File: src/rtl/pipe_ctrl_if.sv
// ---------------------------------------------------------------------------
// pipe_ctrl_if : stall-request / exception bus between the core stages and
//                the pipeline sequencer.
// Rev 1.0 - initial release
// ---------------------------------------------------------------------------
`default_nettype none

interface pipe_ctrl_if #(
  parameter int CNT_W = 32
);
  logic             stallreq_id;
  logic             stallreq_ex;
  logic             stallreq_mem;
  logic             excp_valid;
  logic [31:0]      excp_target;
  logic             cnt_clr;
  logic [5:0]       stall;
  logic             flush;
  logic [31:0]      new_pc;
  logic             stall_timeout;
  logic [CNT_W-1:0] stall_cycles;

  modport master (
    output stallreq_id, stallreq_ex, stallreq_mem, excp_valid, excp_target, cnt_clr,
    input  stall, flush, new_pc, stall_timeout, stall_cycles
  );

  modport slave (
    input  stallreq_id, stallreq_ex, stallreq_mem, excp_valid, excp_target, cnt_clr,
    output stall, flush, new_pc, stall_timeout, stall_cycles
  );
endinterface

`default_nettype wire

File: src/rtl/pipe_ctrl.sv
// ---------------------------------------------------------------------------
// pipe_ctrl : 5-stage pipeline sequencer - stall merge, exception flush /
//             redirect, stall watchdog and stall-cycle counter.
// Rev 1.0 - initial release
// ---------------------------------------------------------------------------
`default_nettype none

module pipe_ctrl #(
  parameter int SETTLE_CYCLES = 2,
  parameter int STALL_TIMEOUT = 1024,
  parameter int CNT_W         = 32
) (
  input  wire logic  clk,
  input  wire logic  rst,
  pipe_ctrl_if.slave bus
);

  localparam int RUN_W = $clog2(STALL_TIMEOUT + 1);
  localparam int SET_W = $clog2(SETTLE_CYCLES + 1);

  typedef enum logic [1:0] {
    S_RUN    = 2'd0,
    S_FLUSH  = 2'd1,
    S_SETTLE = 2'd2
  } state_t;

  state_t             state;
  state_t             state_nxt;
  logic [SET_W-1:0]   settle_cnt;
  logic [RUN_W-1:0]   run_len;
  logic               flush_q;
  logic [31:0]        new_pc_q;
  logic               timeout_q;
  logic [CNT_W-1:0]   cnt_q;
  logic [5:0]         stall_c;

  // A stall freezes the requester and everything upstream; later stages drain.
  always_comb begin
    stall_c = 6'b000000;
    if (!rst && state != S_FLUSH) begin
      if (bus.stallreq_mem)     stall_c = 6'b011111;
      else if (bus.stallreq_ex) stall_c = 6'b001111;
      else if (bus.stallreq_id) stall_c = 6'b000111;
    end
  end

  always_comb begin
    state_nxt = state;
    case (state)
      S_RUN:    if (bus.excp_valid) state_nxt = S_FLUSH;
      S_FLUSH:  state_nxt = S_SETTLE;
      S_SETTLE: if (settle_cnt == '0) state_nxt = S_RUN;
      default:  state_nxt = S_RUN;
    endcase
  end

  always_ff @(posedge clk) begin
    if (rst) begin
      state      <= S_RUN;
      flush_q    <= 1'b0;
      new_pc_q   <= 32'h0;
      settle_cnt <= '0;
    end else begin
      state   <= state_nxt;
      flush_q <= (state_nxt == S_FLUSH);
      if (state == S_RUN && bus.excp_valid)
        new_pc_q <= bus.excp_target;
      if (state == S_FLUSH)
        settle_cnt <= SET_W'(SETTLE_CYCLES - 1);
      else if (state == S_SETTLE && settle_cnt != '0)
        settle_cnt <= settle_cnt - 1'b1;
    end
  end

  // Flag is raised on the same edge run_len reaches the limit.
  always_ff @(posedge clk) begin
    if (rst) begin
      run_len   <= '0;
      timeout_q <= 1'b0;
      cnt_q     <= '0;
    end else begin
      if (stall_c[0]) begin
        if (run_len != RUN_W'(STALL_TIMEOUT))
          run_len <= run_len + 1'b1;
        if (run_len >= RUN_W'(STALL_TIMEOUT - 1))
          timeout_q <= 1'b1;
      end else begin
        run_len <= '0;
      end

      if (bus.cnt_clr)
        cnt_q <= '0;
      else if (stall_c[0] && !(&cnt_q))
        cnt_q <= cnt_q + 1'b1;
    end
  end

  assign bus.stall         = stall_c;
  assign bus.flush         = flush_q;
  assign bus.new_pc        = new_pc_q;
  assign bus.stall_timeout = timeout_q;
  assign bus.stall_cycles  = cnt_q;

endmodule

`default_nettype wire
File: src/flat_wrapper.sv
// flat-port wrapper written by rule: the top's interface ports become plain ports
module pipe_ctrl_flat 
#(
  parameter int SETTLE_CYCLES = 2,
  parameter int STALL_TIMEOUT = 1024,
  parameter int CNT_W         = 32
)
  (clk, rst, bus_stallreq_id, bus_stallreq_ex, bus_stallreq_mem, bus_excp_valid, bus_excp_target, bus_cnt_clr, bus_stall, bus_flush, bus_new_pc, bus_stall_timeout, bus_stall_cycles);
  pipe_ctrl_if #(.CNT_W(CNT_W)) bus_i ();
  input  wire logic clk;
  input  wire logic rst;
  input wire logic [$bits(bus_i.stallreq_id)-1:0] bus_stallreq_id;
  input wire logic [$bits(bus_i.stallreq_ex)-1:0] bus_stallreq_ex;
  input wire logic [$bits(bus_i.stallreq_mem)-1:0] bus_stallreq_mem;
  input wire logic [$bits(bus_i.excp_valid)-1:0] bus_excp_valid;
  input wire logic [$bits(bus_i.excp_target)-1:0] bus_excp_target;
  input wire logic [$bits(bus_i.cnt_clr)-1:0] bus_cnt_clr;
  output wire logic [$bits(bus_i.stall)-1:0] bus_stall;
  output wire logic [$bits(bus_i.flush)-1:0] bus_flush;
  output wire logic [$bits(bus_i.new_pc)-1:0] bus_new_pc;
  output wire logic [$bits(bus_i.stall_timeout)-1:0] bus_stall_timeout;
  output wire logic [$bits(bus_i.stall_cycles)-1:0] bus_stall_cycles;
  assign bus_i.stallreq_id = bus_stallreq_id;
  assign bus_i.stallreq_ex = bus_stallreq_ex;
  assign bus_i.stallreq_mem = bus_stallreq_mem;
  assign bus_i.excp_valid = bus_excp_valid;
  assign bus_i.excp_target = bus_excp_target;
  assign bus_i.cnt_clr = bus_cnt_clr;
  assign bus_stall = bus_i.stall;
  assign bus_flush = bus_i.flush;
  assign bus_new_pc = bus_i.new_pc;
  assign bus_stall_timeout = bus_i.stall_timeout;
  assign bus_stall_cycles = bus_i.stall_cycles;
  pipe_ctrl #(.SETTLE_CYCLES(SETTLE_CYCLES), .STALL_TIMEOUT(STALL_TIMEOUT), .CNT_W(CNT_W)) u_core (.clk(clk), .rst(rst), .bus(bus_i));
endmodule
File: config.mk
export PLATFORM = sky130hd
export DESIGN_NAME = pipe_ctrl_flat
export DESIGN_NICKNAME = d
export VERILOG_FILES = /design/src/rtl/pipe_ctrl_if.sv /design/src/rtl/pipe_ctrl.sv /design/src/flat_wrapper.sv
export SDC_FILE = /design/constraint.sdc
export NUM_CORES = 1
export LEC_CHECK = 0
export ABC_AREA = 0
export BUFFER_PORTS_ARGS = -buffer_cell sky130_fd_sc_hd__buf_4
export CORE_MARGIN = 2
export CORE_UTILIZATION = 55
export CTS_BUF_LIST = sky130_fd_sc_hd__clkbuf_2
export CTS_CLUSTER_DIAMETER = 120
export DETAILED_ROUTE_END_ITERATION = 7
export GPL_TIMING_DRIVEN = 0
export PLACE_DENSITY = 0.93
export SYNTH_ARGS = -nofsm -noshare
export SYNTH_HDL_FRONTEND = slang
export SYNTH_SLANG_ARGS = --single-unit
File: constraint.sdc
create_clock -name clk -period 3.5 [get_ports clk]
set_clock_uncertainty 0.15 [all_clocks]
set_input_delay 0.175 -clock clk [delete_from_list [all_inputs] [get_ports clk]]
set_output_delay 0.175 -clock clk [all_outputs]
set_load 0.05 [all_outputs]
* Word-level counts from Yosys, hierarchy flattened *
Cells that the tools add are included.

word-level totals
  register bits after elaboration = 81
  output and inout bits = 72
  word-level logic and storage cells = 42

cells by class
  add/subtract/negate cells = 3
  $lt $le $gt $ge = 1
  eq/ne operators = 5
  multiplexer cells = 9
  bitwise gates (word level) = 1
  reductions and logical operators = 15

operators by type and width
  cell                     count
  $add A32 B1 Y32 const B  1
  $reduce_and A32 Y1       1
  $mux W6                  3
  $add A11 B1 Y11 const B  1
  $ge A11 B10 Y1 const B   1
  $ne A11 B11 Y1 const B   1
  $pmux W2 S3              1
  $reduce_or A2 Y1         3
  $eq A2 B1 Y1 const B     2
  $logic_and A1 B1 Y1      4
  $logic_not A2 Y1         2
  $mux W2                  2
  $reduce_bool A2 Y1       2
  $mux W3                  1
  $eq A2 B2 Y1 const B     1
  $logic_not A1 Y1         2
  $mux W1                  2
  $ne A2 B1 Y1 const B     1
  $reduce_and A2 Y1        1
  $sub A2 B1 Y2 const B    1
  $not A1 Y1               1

* Logic depth before layout (Yosys ltp) *
  word-level depth = 6
  depth in mapped cells = 8
  depth with buffers taken out = 6

* Worst setup path after synthesis *
OpenSTA, ideal clock, no wires.

  path type = flip-flop to flip-flop
  start = register u_core.cnt_q[0], in the netlist u_core.bus.stall_cycles[0]
  end = register u_core.cnt_q[20], in the netlist u_core.bus.stall_cycles[20]
  setup time = 0.070 ns
  data arrival time = 2.266 ns
  data required time = 3.280 ns
  slack = 1.013 ns
  stages on the path, launching flop included = 7
  buffers on the path = 0
  cell sequence = dfxtp_1 -> ha_1 -> and2_1 -> nand4_1 -> a211o_1 -> or3_1 -> a21oi_1

between the ends
  longest elaborated chain between the ends = 3
  elaborated cells on any way between the ends = 4
  classes of those cells = add/sub: 1; reduce/logical: 3

ends and longest elaborated chain
  what                                                     RTL line         source
  start, declared                                          pipe_ctrl.sv:34  logic [CNT_W-1:0] cnt_q;
  start signal, assigned                                   pipe_ctrl.sv:94  cnt_q <= cnt_q + 1'b1;
  branches (longest 3 deep; another with $add A32 B1 Y32)  -

Parallel ways; which one is timed is not known.
A chain may end at the register's enable or synchronous reset.

* Final worst setup path *
  start = register u_core.cnt_q[0], in the netlist u_core.bus.stall_cycles[0]
  end = register u_core.cnt_q[19], in the netlist u_core.bus.stall_cycles[19]

Same word-level chain as after synthesis.

==> metrics.txt <==
# TYPE chip_impl_metric gauge
chip_impl_info{name="outcome",value="finished clean"} 1
chip_impl_info{name="worstSetupStartpoint",value="u_core.bus.stall_cycles[0]$_SDFFE_PP0P_"} 1
chip_impl_info{name="synth_area_leader_cell",value="dfxtp_1"} 1
chip_impl_metric{name="drt_iter0_markers",unit=""} 325
chip_impl_metric{name="synth_edf_count",unit=""} 0
chip_impl_metric{name="initial_antenna_violation_count",unit=""} 1
chip_impl_metric{name="drc",unit=""} 0
chip_impl_metric{name="final_min_period_over_clock_period",unit="%"} 74.9
chip_impl_metric{name="final_max_slew_violation_count",unit=""} 0
chip_impl_metric{name="hold_viol",unit=""} 0
chip_impl_metric{name="postCtsSetupRepairBufs",unit=""} 0
chip_impl_metric{name="globalplace.congestion",unit=""} 0.825
chip_impl_metric{name="global_route.usage.total",unit="%"} 33.9
chip_impl_metric{name="num_vias",unit=""} 4233
chip_impl_info{name="rsz0062_at_grt",value="false"} 1
chip_impl_metric{name="viasPerCell",unit=""} 6.20
chip_impl_metric{name="fp.dieArea",unit="um2"} 7190
chip_impl_metric{name="fp.dieW",unit="um"} 84.8
chip_impl_metric{name="initial_core_util",unit="%"} 56.9
chip_impl_metric{name="first_pass_grt_wire_length",unit="um"} 19700
chip_impl_metric{name="crit_arrival",unit="ps"} 2980
chip_impl_info{name="cp-endpoint",value="u_core.bus.stall_cycles[19]$_SDFFE_PP0P_"} 1
chip_impl_metric{name="floorplan.io_pins",unit=""} 111
chip_impl_metric{name="worst_ep_required_time",unit="ps"} 3860
chip_impl_metric{name="leakagePower",unit="nW"} 1.94
chip_impl_info{name="worst_setup_path_category",value="flip-flop to flip-flop"} 1
chip_impl_info{name="cts-root-buf",value="clkbuf_2"} 1
chip_impl_metric{name="firstDrtPassIters",unit=""} 5
chip_impl_metric{name="placementRows",unit=""} 29
chip_impl_metric{name="hpwlAfterDp",unit="um"} 6930
chip_impl_metric{name="yosysSeqAreaShare",unit="%"} 45.2
chip_impl_metric{name="first_global_vias",unit=""} 4104
chip_impl_metric{name="mappedNetlistNets",unit=""} 486
chip_impl_info{name="critical_path.reg2reg.startpoint",value="u_core.bus.stall_cycles[0]$_SDFFE_PP0P_"} 1
chip_impl_metric{name="globalRoute.totalOverflow",unit=""} 0
chip_impl_metric{name="floorplan.core_area",unit="um2"} 6310
chip_impl_metric{name="ys_async_sr_fraction",unit="%"} 0
chip_impl_info{name="tritoncts",value="built"} 1
chip_impl_metric{name="post_cts_resized",unit=""} 0
chip_impl_metric{name="vdd_ir_drop_max",unit="V"} 0.000400
chip_impl_metric{name="clock_tree.htree_level_count",unit=""} 3
chip_impl_metric{name="num-nets-final",unit=""} 643
chip_impl_metric{name="clk_transition_reported_paths",unit="ps"} 320
chip_impl_metric{name="yosys.area.top_type_share",unit="%"} 45.2
chip_impl_metric{name="tightestPinTransition",unit="ps"} 589
chip_impl_metric{name="maxClockFrequency",unit="MHz"} 382
chip_impl_metric{name="synth.cell_area",unit="um2"} 3590
chip_impl_metric{name="cellPowerDensity",unit="nW/um2"} 380
chip_impl_metric{name="synth.yosys.warnings",unit=""} 0
chip_impl_metric{name="cap_viol_max_count",unit=""} 0
chip_impl_metric{name="detail_route.wl_per_cell",unit="um"} 18.1
chip_impl_metric{name="finalWorstPathRequiredPeriod",unit="ps"} 2620
chip_impl_metric{name="setup_total_negative_slack",unit="ps"} 0
chip_impl_metric{name="syn-instance-count",unit=""} 443
chip_impl_metric{name="routed_wl",unit="um"} 12400
chip_impl_metric{name="die_height",unit="um"} 84.8
chip_impl_metric{name="cts_sinks",unit=""} 81
chip_impl_info{name="endpoint_kind",value="flip-flop"} 1
chip_impl_metric{name="drt_antenna_net_count",unit=""} 0
chip_impl_info{name="capturing_point_of_the_worst_reg2reg_path",value="u_core.bus.stall_cycles[19]$_SDFFE_PP0P_"} 1
chip_impl_metric{name="timing.final.setup_violations",unit=""} 0
chip_impl_metric{name="reg2reg_slack",unit="ps"} 880
chip_impl_info{name="worst_hold_path_type",value="input pin to flip-flop"} 1
chip_impl_metric{name="clockBufferDepth",unit=""} 2
chip_impl_metric{name="placement.io_buffers",unit=""} 108
chip_impl_metric{name="cts_inserted_buffers",unit=""} 9
chip_impl_metric{name="hold-worst-slack",unit="ps"} 13.6
chip_impl_metric{name="grt_max_degree",unit=""} 16
chip_impl_metric{name="clk_latency",unit="ps"} 590
chip_impl_metric{name="synthesis_stage_register_bit_count",unit=""} 81
chip_impl_metric{name="synth.lib_cells_used.distinct",unit=""} 47
chip_impl_info{name="critPathLaunchType",value="flip-flop"} 1
chip_impl_info{name="synth_area_leaders",value="dfxtp_1 45%, nand2_1 8.9%, a21oi_1 8.6%"} 1
chip_impl_metric{name="critPathMaxFanout",unit=""} 10
chip_impl_metric{name="flow.area_growth_from_synthesis",unit="%"} 39.4
chip_impl_metric{name="syn-mean-instance-area",unit="um2"} 8.10
chip_impl_metric{name="timing.slew.headroom",unit="%"} 60.4
chip_impl_metric{name="final_layout_size_suffix_gt1_share",unit="%"} 23.5
chip_impl_metric{name="worst-r2r-cell-count",unit=""} 7
chip_impl_info{name="synth_ff_type",value="dfxtp_1"} 1
-- worst max-delay path: stages, from the launching register on --
cell and delay, ps:
dfxtp_1 510, ha_1 300, and2_1 220, nand4_1 340, o311ai_4 600, buf_6 220
o31ai_1 80, a21oi_1 140
-- worst min path at each step --
stage,from,to,slack [ps],depth (start not counted)
3_5_place_dp,bus_excp_target[29],u_core.bus.new_pc[29]$_SDFFE_PP0P_,280,3
6_report,rst,u_core.bus.new_pc[17]$_SDFFE_PP0P_,10,3
4_1_cts,rst,u_core.bus.new_pc[19]$_SDFFE_PP0P_,20,3
2_1_floorplan,bus_excp_target[2],u_core.bus.new_pc[2]$_SDFFE_PP0P_,160,2
3_3_place_gp,bus_excp_target[29],u_core.bus.new_pc[29]$_SDFFE_PP0P_,270,3
5_1_grt,rst,u_core.bus.new_pc[17]$_SDFFE_PP0P_,40,3
-- cells in the mapped netlist, types with 2 or more instances --
cell type and count:
o31ai_1 6, or4_1 5, nand4b_1 3, xnor2_1 6, nor4_1 3, a211oi_1 3
a21oi_1 62, nand4_1 12, buf_6 3, dfxtp_1 81, nor3_1 4, o211ai_1 2
nand3_1 15, inv_1 7, or3_1 19, nor2_1 32, nor4_2 2, and3_1 6
or2_2 3, and4_1 6, xor2_1 7, clkbuf_1 18, ha_1 4, buf_4 3
nor2b_1 2, o21ai_1 7, nand2b_1 2, o21ai_0 13, nand2_1 85, and2_1 5
-- sequential cells by signal (all words and copies together) (netlist names) --
name / flops
u_core.bus.flush: 1
u_core.settle_cnt: 2
u_core.bus.new_pc: 32
u_core.state: 2
u_core.run_len: 11
u_core.bus.stall_timeout: 1
u_core.bus.stall_cycles: 32
-- report_power, final --
| part | internal [W] | switching (W) |
|---|---|---|
| Clock | 0.000172 | 0.000389 |
| Sequential | 0.000956 | 0.0000246 |
| Combinational | 0.000133 | 0.000229 |
-- metrics by stage --
stage / util, % / instance area [um2] / std cells / total power (W) / worst slack (ps)
2_1_floorplan: - / 3590 / 443 / 0.00119 / 1010
3_3_place_gp: 71.2 / 4500 / 628 / 0.00129 / 1100
3_5_place_dp: 71.2 / 4500 / 628 / 0.00130 / 1020
4_1_cts: 79.2 / 5000 / 682 / 0.00185 / 964
5_1_grt: 79.3 / 5000 / 683 / 0.00195 / 841
6_report: 79.3 / 5000 / 683 / 0.00190 / 880
-- per-layer routing --
layer	vias to the layer above	share of wire, %	track usage (%)
li1	1874	-	-
met1	1989	36	38.2
met2	297	50	60.1
met3	73	8.8	7.08
met4	0	5.2	17.7
met5	-	0	0
-- cells by family after synthesis --
logic type | share of synthesized area (%)
xor gates and xnor gates | 3.17
other | 0.104
adders and majority gates | 1.39
buffers and inverters | 4.57
DFF | 45.2
and+or+nand+nor | 29.0
muxes | 0.314
AOI/OAI and AO/OA | 16.3
-- final cells by class --
| class | instances | area, um2 |
|---|---|---|
| diodes | 1 | 2.50 |
| clock buffers | 9 | 45.0 |
| multi-input cells | 329 | 1800 |
| inverters | 8 | 35.0 |
| well taps | 77 | 96.3 |
| plain buffers | 25 | 129 |
| repair buffers | 146 | 1190 |
| clock inverters | 7 | 78.8 |
| flip-flops and latches | 81 | 1620 |
| fillers | 371 | 1310 |
-- cells in the final DEF (no fill, tap or decap), types with 4 or more instances in the layout --
cell type	count
dlygate4sd3_1	38
and3_1	6
a21oi_1	62
o21ai_1	7
nand3_1	15
inv_1	7
ha_1	4
xnor2_1	6
xor2_1	7
nor2_1	32
and4_1	6
or3_1	19
or4_1	5
buf_4	111
clkbuf_1	18
dfxtp_1	81
o21ai_0	13
nor3_1	4
clkbuf_2	9
nand2_1	85
o31ai_1	6
nand4_1	12
and2_1	5
-- timing repair --
| item | 4_1_cts | 5_1_grt |
|---|---|---|
| hold endpoints to repair | 34 | 0 |
| endpoints found under the setup margin | 0 | 0 |
| hold buffers | 38 | 0 |
(Power assumes the default switching activity.)
